**config.mk**
```make
export PLATFORM = sky130hd
export DESIGN_NAME = regfile_sb
export DESIGN_NICKNAME = d
export VERILOG_FILES = /design/src/rtl/regfile_pkg.sv /design/src/rtl/regfile_sb_score.sv /design/src/rtl/regfile_sb.sv
export SDC_FILE = /design/constraint.sdc
export NUM_CORES = 1
export LEC_CHECK = 0
export CAP_MARGIN = 40
export CORE_UTILIZATION = 55
export CTS_CLUSTER_SIZE = 24
export DETAILED_ROUTE_END_ITERATION = 6
export GPL_TIMING_DRIVEN = 0
export PLACE_DENSITY = 0.72
export SLEW_MARGIN = 40
export SYNTH_ARGS = -nofsm -noshare
export SYNTH_HDL_FRONTEND = slang
export SYNTH_SLANG_ARGS = --single-unit
export TNS_END_PERCENT = 1
```
**constraint.sdc**
```tcl
create_clock -name clk -period 8 [get_ports clk]
set_clock_uncertainty 0.2 [all_clocks]
set_input_delay 1.2 -clock clk [delete_from_list [all_inputs] [get_ports clk]]
set_output_delay 1.2 -clock clk [all_outputs]
set_load 0.1 [all_outputs]
```
**src/rtl/regfile_pkg.sv**
```systemverilog
// -----------------------------------------------------------------------------
// regfile_pkg
// Shared definitions for the scoreboarded register file:
//   - default register width and address width of the core's register file
//   - address/data typedefs at the default widths
//   - count_w(): width of the busy counter, wide enough to hold DEPTH itself
// -----------------------------------------------------------------------------
package regfile_pkg;

    localparam int DATA_W_DEF = 19;
    localparam int ADDR_W_DEF = 4;

    typedef logic [ADDR_W_DEF-1:0] reg_addr_t;
    typedef logic [DATA_W_DEF-1:0] reg_data_t;

    // A counter of DEPTH = 2**addr_w busy bits must represent DEPTH itself,
    // so it needs one bit more than the address.
    function automatic int count_w(input int addr_w);
        return addr_w + 1;
    endfunction

endpackage

```
**src/rtl/regfile_sb_score.sv**
```systemverilog
// -----------------------------------------------------------------------------
// regfile_sb_score
// Busy-bit scoreboard of the register file. Decode reserves a destination,
// writeback releases it.
// Ports:
//   clk, rst        clock, asynchronous active-low reset
//   wr_en, wr_addr  writeback strobe/address (clears busy)
//   rsv_en,rsv_addr reservation request (sets busy when granted)
//   busy            raw busy vector, one bit per register
//   rsv_grant       combinational: reservation accepted this cycle
//   busy_count      registered popcount of busy
// -----------------------------------------------------------------------------
module regfile_sb_score
    import regfile_pkg::*;
#(
    parameter int ADDR_W   = ADDR_W_DEF,
    parameter int ZERO_REG = 0
) (
    input  logic                       clk,
    input  logic                       rst,
    input  logic                       wr_en,
    input  logic [ADDR_W-1:0]          wr_addr,
    input  logic                       rsv_en,
    input  logic [ADDR_W-1:0]          rsv_addr,
    output logic [(1<<ADDR_W)-1:0]     busy,
    output logic                       rsv_grant,
    output logic [count_w(ADDR_W)-1:0] busy_count
);

    localparam int DEPTH = 1 << ADDR_W;
    localparam int CNT_W = count_w(ADDR_W);

    logic             rsv_is_zero;
    logic             set_en;
    logic             clr_en;
    logic             inc;
    logic             dec;
    logic [DEPTH-1:0] busy_next;

    assign rsv_is_zero = (ZERO_REG != 0) && (rsv_addr == '0);

    // A busy destination can still be granted when its writeback lands in the
    // same cycle: the old producer retires as the new one is issued.
    assign rsv_grant = rsv_en && (!busy[rsv_addr] || (wr_en && wr_addr == rsv_addr));

    // The hard-wired zero register is granted but never tracked.
    assign set_en = rsv_grant && !rsv_is_zero;

    // Register 0 is never busy under ZERO_REG, so a writeback there never clears.
    assign clr_en = wr_en && busy[wr_addr];

    // set_en on a busy register only happens together with its own clearing
    // writeback, so that case nets to zero on both sides.
    assign inc = set_en && !busy[rsv_addr];
    assign dec = clr_en && !(set_en && rsv_addr == wr_addr);

    always_comb begin
        // NOTE: every always_comb output gets a full default first so no path
        // leaves it unassigned and a latch is never inferred.
        busy_next = busy;
        if (clr_en) busy_next[wr_addr] = 1'b0;
        // Applied after the clear so a same-address reserve wins.
        if (set_en) busy_next[rsv_addr] = 1'b1;
    end

    // NOTE: state is written with non-blocking assignments so every register
    // samples the pre-edge values regardless of statement order.
    always_ff @(posedge clk or negedge rst) begin
        if (!rst) begin
            busy       <= '0;
            busy_count <= '0;
        end else begin
            busy       <= busy_next;
            busy_count <= busy_count + CNT_W'(inc) - CNT_W'(dec);
        end
    end

endmodule

```
**src/rtl/regfile_sb.sv**
```systemverilog
// -----------------------------------------------------------------------------
// regfile_sb
// Register file with two combinational read ports, one writeback port,
// optional write-to-read bypass, optional hard-wired zero register and a
// per-register busy scoreboard for hazard checking.
// Ports:
//   clk, rst                 clock, asynchronous active-low reset
//   rd_addr1/2               read addresses
//   rd_data1/2, rd_busy1/2   combinational read data and busy bit
//   wr_en, wr_addr, wr_data  writeback
//   rsv_en, rsv_addr         destination reservation request
//   rsv_grant                combinational reservation accept
//   busy_count               registered number of busy registers
// -----------------------------------------------------------------------------
module regfile_sb
    import regfile_pkg::*;
#(
    parameter int DATA_W   = DATA_W_DEF,
    parameter int ADDR_W   = ADDR_W_DEF,
    parameter int ZERO_REG = 0,
    parameter int BYPASS   = 1
) (
    input  logic                       clk,
    input  logic                       rst,
    input  logic [ADDR_W-1:0]          rd_addr1,
    input  logic [ADDR_W-1:0]          rd_addr2,
    output logic [DATA_W-1:0]          rd_data1,
    output logic [DATA_W-1:0]          rd_data2,
    output logic                       rd_busy1,
    output logic                       rd_busy2,
    input  logic                       wr_en,
    input  logic [ADDR_W-1:0]          wr_addr,
    input  logic [DATA_W-1:0]          wr_data,
    input  logic                       rsv_en,
    input  logic [ADDR_W-1:0]          rsv_addr,
    output logic                       rsv_grant,
    output logic [count_w(ADDR_W)-1:0] busy_count
);

    localparam int DEPTH = 1 << ADDR_W;

    logic [DATA_W-1:0] mem [DEPTH];
    logic [DEPTH-1:0]  busy;
    logic              wr_commit;
    logic              hit1;
    logic              hit2;

    regfile_sb_score #(
        .ADDR_W   (ADDR_W),
        .ZERO_REG (ZERO_REG)
    ) u_score (
        .clk        (clk),
        .rst        (rst),
        .wr_en      (wr_en),
        .wr_addr    (wr_addr),
        .rsv_en     (rsv_en),
        .rsv_addr   (rsv_addr),
        .busy       (busy),
        .rsv_grant  (rsv_grant),
        .busy_count (busy_count)
    );

    assign wr_commit = wr_en && !((ZERO_REG != 0) && (wr_addr == '0));

    // NOTE: the array is reset because the architectural state must read 0
    // straight out of reset; this keeps it in flops rather than a RAM macro.
    always_ff @(posedge clk or negedge rst) begin
        if (!rst) begin
            for (int i = 0; i < DEPTH; i++) mem[i] <= '0;
        end else if (wr_commit) begin
            mem[wr_addr] <= wr_data;
        end
    end

    // Same-cycle writeback match for each read port (only when bypassing).
    assign hit1 = (BYPASS != 0) && wr_en && (wr_addr == rd_addr1);
    assign hit2 = (BYPASS != 0) && wr_en && (wr_addr == rd_addr2);

    // Zero register beats bypass: a write to r0 must never become visible.
    function automatic logic [DATA_W-1:0] read_mux(
        input logic [ADDR_W-1:0] addr,
        input logic [DATA_W-1:0] stored,
        input logic              hit
    );
        if ((ZERO_REG != 0) && (addr == '0)) return '0;
        if (hit)                             return wr_data;
        return stored;
    endfunction

    assign rd_data1 = read_mux(rd_addr1, mem[rd_addr1], hit1);
    assign rd_data2 = read_mux(rd_addr2, mem[rd_addr2], hit2);

    // A forwarded writeback retires the producer, so the operand is ready.
    assign rd_busy1 = busy[rd_addr1] && !hit1;
    assign rd_busy2 = busy[rd_addr2] && !hit2;

endmodule

```
==> impl_metrics.csv, run 1 <==
group,metric,value,unit
yosys,avgSynthCellArea,14.8,um2
clocking,cts_resized,0,
floorplanning,dieHeight,184,um
clocking,post_cts_buffers,0,
sta,fmax,175,MHz
global_route,grt_pass1_wl,75600,um
critical_path,cp.required,6.60,ns
yosys,seq_area_frac_synth,44.4,%
detailed_routing,via_per_inst,6.61,
min_path,min_path_type,"reg -> reg",
pwr,leakage,8.57,nW
critical_path,crit_type,"in -> out",
floorplanning,io_pins,85,
yosys,yosys_warnings,0,
pwr,power_switching,0.00195,W
detailed_routing,vias,12074,
yosys,synth_enable_flop_cells,0,
cells_and_area,nets,1402,
flow_run,drv_cap,0,
pwr,clkPwrFrac,30.1,%
yosys,synth_nets,1282,
yosys,ys_ff_latch,325,
critical_path,crit_fanout,10,
sta,fin_crit,5.72,ns
pwr,combPwrFrac,30.5,%
cells_and_area,mostFrequentLayoutCell,"dfrtp_1",
critical_path,start_kind,"input pin",
clocking,cts_buffers,38,
global_route,grt_max_degree,76,
pwr,ir_drop,0.192,mV
placed_design,dp_hpwl,34800,um
cells_and_area,register_area,0.00813,mm2
clocking,cts_hold_buf,0,
clocking,numClockSinks,325,
yosys,synth_flop_cell,"dfrtp_1",
detailed_routing,drtIter0Drc,1034,
clocking,cts.path.max_buffers,3,
sta,min_period_over_period,71.5,%
sta,final_max_slew_viol_count,0,
sta,rsz0062_at_grt,"no",
pwr,swShare,32.9,%
sta,worstMarginPinSlew,0.856,ns
yosys,syn-cell-area,0.0183,mm2
global_route,grt_pass1_vias,12525,
yosys,async_flop_share,100,%
clocking,clock_latency,0.53,ns
critical_path,cp-end-kind,"primary output",
critical_path,cp.arrival,4.32,ns
sta,setup_viol,0,
detailed_routing,first_pass_iters,5,
cells_and_area,area_delta_synth_final,13.6,%
run_status,run_status,"finished clean",
cells_and_area,drive_gt1_share,48.0,%
floorplanning,fp.coreArea,0.0326,mm2
placed_design,io_buffers,76,
floorplanning,initial_core_util,56.1,%
clocking,cts-root-buf,"clkbuf_16",
clocking,cts.clk_slew.worst_paths,0.06,ns
pwr,powerDensity,284,mW/mm2
pwr,power_frac_seq,39.4,%
detailed_routing,wl,48300,um
floorplanning,rows,66,
floorplanning,fp.dieArea,0.0340,mm2
floorplanning,die_x,184,um
pwr,internal-power,0.00397,W
placed_design,routabilityCongestion,0.903,
sta,hold_viol_final,0,
yosys,postSynthCellCount,1237,
cells_and_area,fillerInstances,2440,
global_route,antenna_found_initial,1,
cells_and_area,utilization,63.8,%
clocking,htree_levels,2,
cells_and_area,mostFrequentLayoutCells,"325 x dfrtp_1, 306 x mux2_2, 168 x mux4_2",
detailed_routing,ant_nets,0,
sta,max-slew-margin-rel,41.4,%
global_route,grt_overflow,0,
detailed_routing,drc,0,
clocking,cts_tree,"built",
sta,tns,0,ns
global_route,grt_util_all_layers,29.8,%
cells_and_area,multi_input_area,0.00953,mm2
detailed_routing,wire_per_inst,26.5,um
yosys,synth.distinct_cells,47,
## power by group through the flow
stage	clock network (W)	logic, W	registers, W
global route	0.00187	0.00190	0.00239
detailed placement	0	0.00179	0.00235
global placement	0	0.00180	0.00232
floorplan	0	0.00138	0.00235
finish	0.00178	0.00180	0.00233
CTS	0.00180	0.00180	0.00233
## synthesized netlist by cell type, types with 5 or more instances
cell / n / share of area, %
buf_2: 31 / 0.85
a2111oi_0: 39 / 1.9
o21ai_0: 8 / 0.22
xnor2_1: 6 / 0.29
nand2_1: 7 / 0.14
nor2b_1: 39 / 1.3
nor2_1: 40 / 0.82
mux2_2: 306 / 19
mux2i_1: 41 / 2.2
a211oi_1: 38 / 1.6
nor2_2: 10 / 0.34
buf_4: 21 / 0.86
o31ai_1: 20 / 0.82
dfrtp_1: 325 / 44
buf_6: 8 / 0.49
xor2_1: 10 / 0.48
clkbuf_1: 51 / 1.0
inv_1: 12 / 0.25
ha_1: 5 / 0.34
mux4_2: 168 / 21
## layer usage
metal,global-route usage (%),share of wire [%],vias to the layer above
met5,0,0,-
met4,9.27,3.0,0
met3,4.74,6.8,96
met2,45.2,46,474
met1,44.3,44,6420
li1,-,-,5084
## metrics by stage
step,setup WS [ns],cells,instance area [um2],hold slack [ns],power (W)
floorplan,2.05,1237,18300,0.291,0.00372
global placement,-8.70,1755,19600,0.299,0.00412
detailed placement,2.31,1759,19500,0.311,0.00414
CTS,2.31,1826,20800,0.324,0.00593
global route,2.24,1826,20800,0.335,0.00616
finish,2.28,1827,20800,0.323,0.00592
## worst max-delay path: stages
cell	delay [ns]
clkdlybuf4s50_1	0.62
clkbuf_1	0.52
clkbuf_1	0.69
mux2i_1	0.21
a211oi_1	0.53
buf_2	0.54
## cell type report
| type | instances | area share (%) |
|---|---|---|
| Multi-Input combinational cell | 785 | 45.8 |
| Sequential cell | 325 | 39.1 |
| Clock buffer | 59 | 5.59 |
| Timing Repair Buffer | 80 | 3.10 |
| Buffer | 115 | 2.95 |
| Tap cell | 442 | 2.66 |
| Clock inverter | 8 | 0.565 |
| Inverter | 12 | 0.217 |
| Antenna cell | 1 | 0.0120 |
## state kept, by name, summed over array words and instances, names as in the netlist
register and count:
mem 304, u_score.busy 16, u_score.busy_count 5
## logic make-up (layout without fill, tap and decap cells)
logic type,after synthesis,count (layout),share of synthesized area [%]
other,0,1,0
xor gates and xnor gates,16,16,0.765
and+or+nand+nor,128,128,3.96
AOI/OAI and AO/OA,120,120,5.10
adders and majority gates,6,6,0.451
buffers and inverters,127,274,3.58
muxes,515,515,41.7
DFF,325,325,44.4
## final timing paths
| path | startpoint | endpoint | slack [ns] | cells after the start |
|---|---|---|---|---|
| hold reg to reg | mem[65] | mem[65] | 0.32 | 1 |
| hold / removal | mem[65] | mem[65] | 0.32 | 1 |
| setup reg to reg | u_score.busy[7] | u_score.busy_count[4] | 4.70 | 10 |
| min in group asynchronous | rst | mem[285] | 0.39 | 1 |
| max in group asynchronous | rst | mem[91] | 6.14 | 3 |
| setup / recovery | rd_addr2[2] | rd_data2[17] | 2.28 | 6 |
Power figures use the tool's default switching activity.
==> inputs of run 2 (changes only) <==
clock period = 5.75 ns   (was 8 ns; I/O delays follow)
==> results of run 2 <==
The final DEF is identical to that of run 1. Status: finished clean.
Main changes from that run: setup slack after placement 2.31 ns -> 0.737 ns; setup slack after layout 2.28 ns -> 0.708 ns; hold slack 0.323 ns -> 0.0559 ns; register-to-register setup slack 4.70 ns -> 2.45 ns; total power 0.00592 W -> 0.00823 W; worst IR drop on VDD 0.192 mV -> 0.267 mV
==> inputs of run 3 (changes only) <==
REMOVE_ABC_BUFFERS = 1   (was not set)
==> run 3 against run 2 <==
Effect of this change: non-clock buffer count is 86 lower; die area stayed put; wire length is 0.24% lower; register-to-register slack worse by 0.03 ns; total power is 1.3% lower; core utilization is 0.19 points higher; clock power hardly changed; hold slack worse by 0.036 ns; critical path depth is 1 higher; first-iteration DRC count is 10% lower; critical path type unchanged.
==> impl_metrics.csv, run 3 (same netlist as run 1, synthesis figures left out) <==
group,metric,value,unit
cells_and_area,fin_cells,1738,
run_status,run_status,"finished clean",
sta,max-slew-margin-rel,43.8,%
cells_and_area,nets,1315,
clocking,cts.clk_slew.worst_paths,0.06,ns
sta,setup_viol,0,
cells_and_area,top_regs,"mem x304, u_score.busy x16, u_score.busy_count x5",
critical_path,r2r.worst_path.cells,10,
cells_and_area,fillerInstances,2353,
clocking,cts_resized,0,
global_route,antenna_found_initial,1,
cells_and_area,mostFrequentLayoutCells,"325 x dfrtp_1, 306 x mux2_2, 168 x mux4_2",
cells_and_area,mostFrequentLayoutCell,"dfrtp_1",
sta,fin_crit,5.67,ns
detailed_routing,drtIter0Drc,931,
critical_path,rrSetupSlack,2.42,ns
critical_path,crit_fanout,21,
detailed_routing,ant_nets,0,
critical_path,crit_type,"in -> out",
cells_and_area,antennaDiodeCount,0,
sta,fmax,176,MHz
cells_and_area,largest_reg_flops,304,
clocking,cts_buffers,37,
critical_path,reg2reg_from,"u_score.busy[13]",
pwr,totalPowerFinal,0.00813,W
critical_path,r2r-end,"u_score.busy_count[4]",
sta,hold_viol_final,0,
cells_and_area,finalInstanceArea,0.0209,mm2
clocking,post_cts_buffers,0,
detailed_routing,wl,48200,um
clocking,clock_latency,0.53,ns
sta,tns,0,ns
cells_and_area,drive_gt1_share,49.9,%
global_route,grt_overflow,0,
floorplanning,die_x,184,um
floorplanning,fp.dieArea,0.0340,mm2
pwr,leakage,8.52,nW
clocking,cts.path.max_buffers,3,
critical_path,cp.arrival,4.61,ns
sta,setup_ws,0.0807,ns
global_route,grt_util_all_layers,29.7,%
placed_design,io_buffers,84,
detailed_routing,first_pass_iters,4,
critical_path,cp-end-kind,"primary output",
cells_and_area,area_delta_synth_final,13.9,%
pwr,ir_drop,0.331,mV
detailed_routing,via_per_inst,6.79,
clocking,htree_levels,2,
global_route,grt_pass1_vias,12292,
sta,worstMarginPinSlew,0.842,ns
clocking,cts_hold_buf,0,
sta,min_period_over_period,98.6,%
floorplanning,initial_core_util,56.1,%
min_path,min_path_type,"in -> async",
global_route,grt_pass1_wl,74500,um
critical_path,cp.required,4.69,ns
placed_design,place_ws,0.144,ns
floorplanning,rows,66,
detailed_routing,wire_per_inst,27.7,um
detailed_routing,drc,0,
flow_run,drv_cap,0,
placed_design,dp_hpwl,27900,um
floorplanning,io_pins,85,
sta,rsz0062_at_grt,"no",
floorplanning,dieHeight,184,um
pwr,powerDensity,389,mW/mm2
clocking,numClockSinks,325,
sta,final_max_slew_viol_count,0,
clocking,cts_tree,"built",
placed_design,placed_area,0.0196,mm2
floorplanning,fp.coreArea,0.0326,mm2
critical_path,start_kind,"input pin",
detailed_routing,vias,11807,
placed_design,routabilityCongestion,0.850,
placed_design,dp_cells,1673,
global_route,grt_max_degree,78,
clocking,cts-root-buf,"clkbuf_16",
cells_and_area,top_register,"mem",
-- run 3: cell types whose count changed in the layout (fill, tap and decap cells not counted), moves of 6 or more --
cell	change
buf_8	+10
nor2_4	+10
buf_16	+15
buf_6	-6
nor2_2	-10
buf_2	-27
buf_4	-21
clkbuf_1	-57
-- run 3: worst max path at each step --
stage | end | slack [ns] | startpoint
floorplan | rd_data1[17] | 0.27 | rd_addr1[2]
global placement | mem[35] | -10.49 | rst
detailed placement | rd_data2[3] | 0.14 | wr_addr[2]
CTS | rd_data2[3] | 0.14 | wr_addr[2]
global route | rd_data2[1] | 0.03 | wr_addr[2]
finish | rd_data2[3] | 0.08 | wr_addr[2]
-- run 3: cell type report --
type | instances | area (um2) | share of cell area [%]
multi-input cells | 785 | 9620 | 46.1
clock buffers | 54 | 1150 | 5.52
repair buffers | 109 | 1230 | 5.90
well taps | 442 | 553 | 2.65
clock inverters | 11 | 134 | 0.642
inverters | 12 | 45.0 | 0.216
flip-flops and latches | 325 | 8130 | 39.0
-- run 3: where the power goes --
part           internal (W)  total [W]  switching (W)
logic               0.00116    0.00242        0.00126
clock network       0.00152    0.00246       0.000942
registers           0.00284    0.00324       0.000400
total               0.00552    0.00813        0.00260
-- run 3: layer usage --
layer / part of all wire, % / GRT usage, %
met1: 42 / 41.8
met2: 48 / 46.7
met3: 7.0 / 5.10
met4: 3.5 / 10.7
met5: 0.021 / 0
-- run 3: worst max-delay path, stage by stage --
cell             delay (ns)
clkdlybuf4s50_1        0.73
xor2_1                 0.29
nor3_1                 0.39
nand3_4                0.49
and2_2                 0.70
a211oi_1               0.58
buf_2                  0.53
-- run 3: metrics by stage --
stage	hold slack, ns	utilization, %
after global placement	0.299	58.5
final	0.0198	64.0
after detailed placement	0.310	60.0
after CTS	0.0230	64.0
after global routing	0.0304	64.0
after floorplan	0.291	-
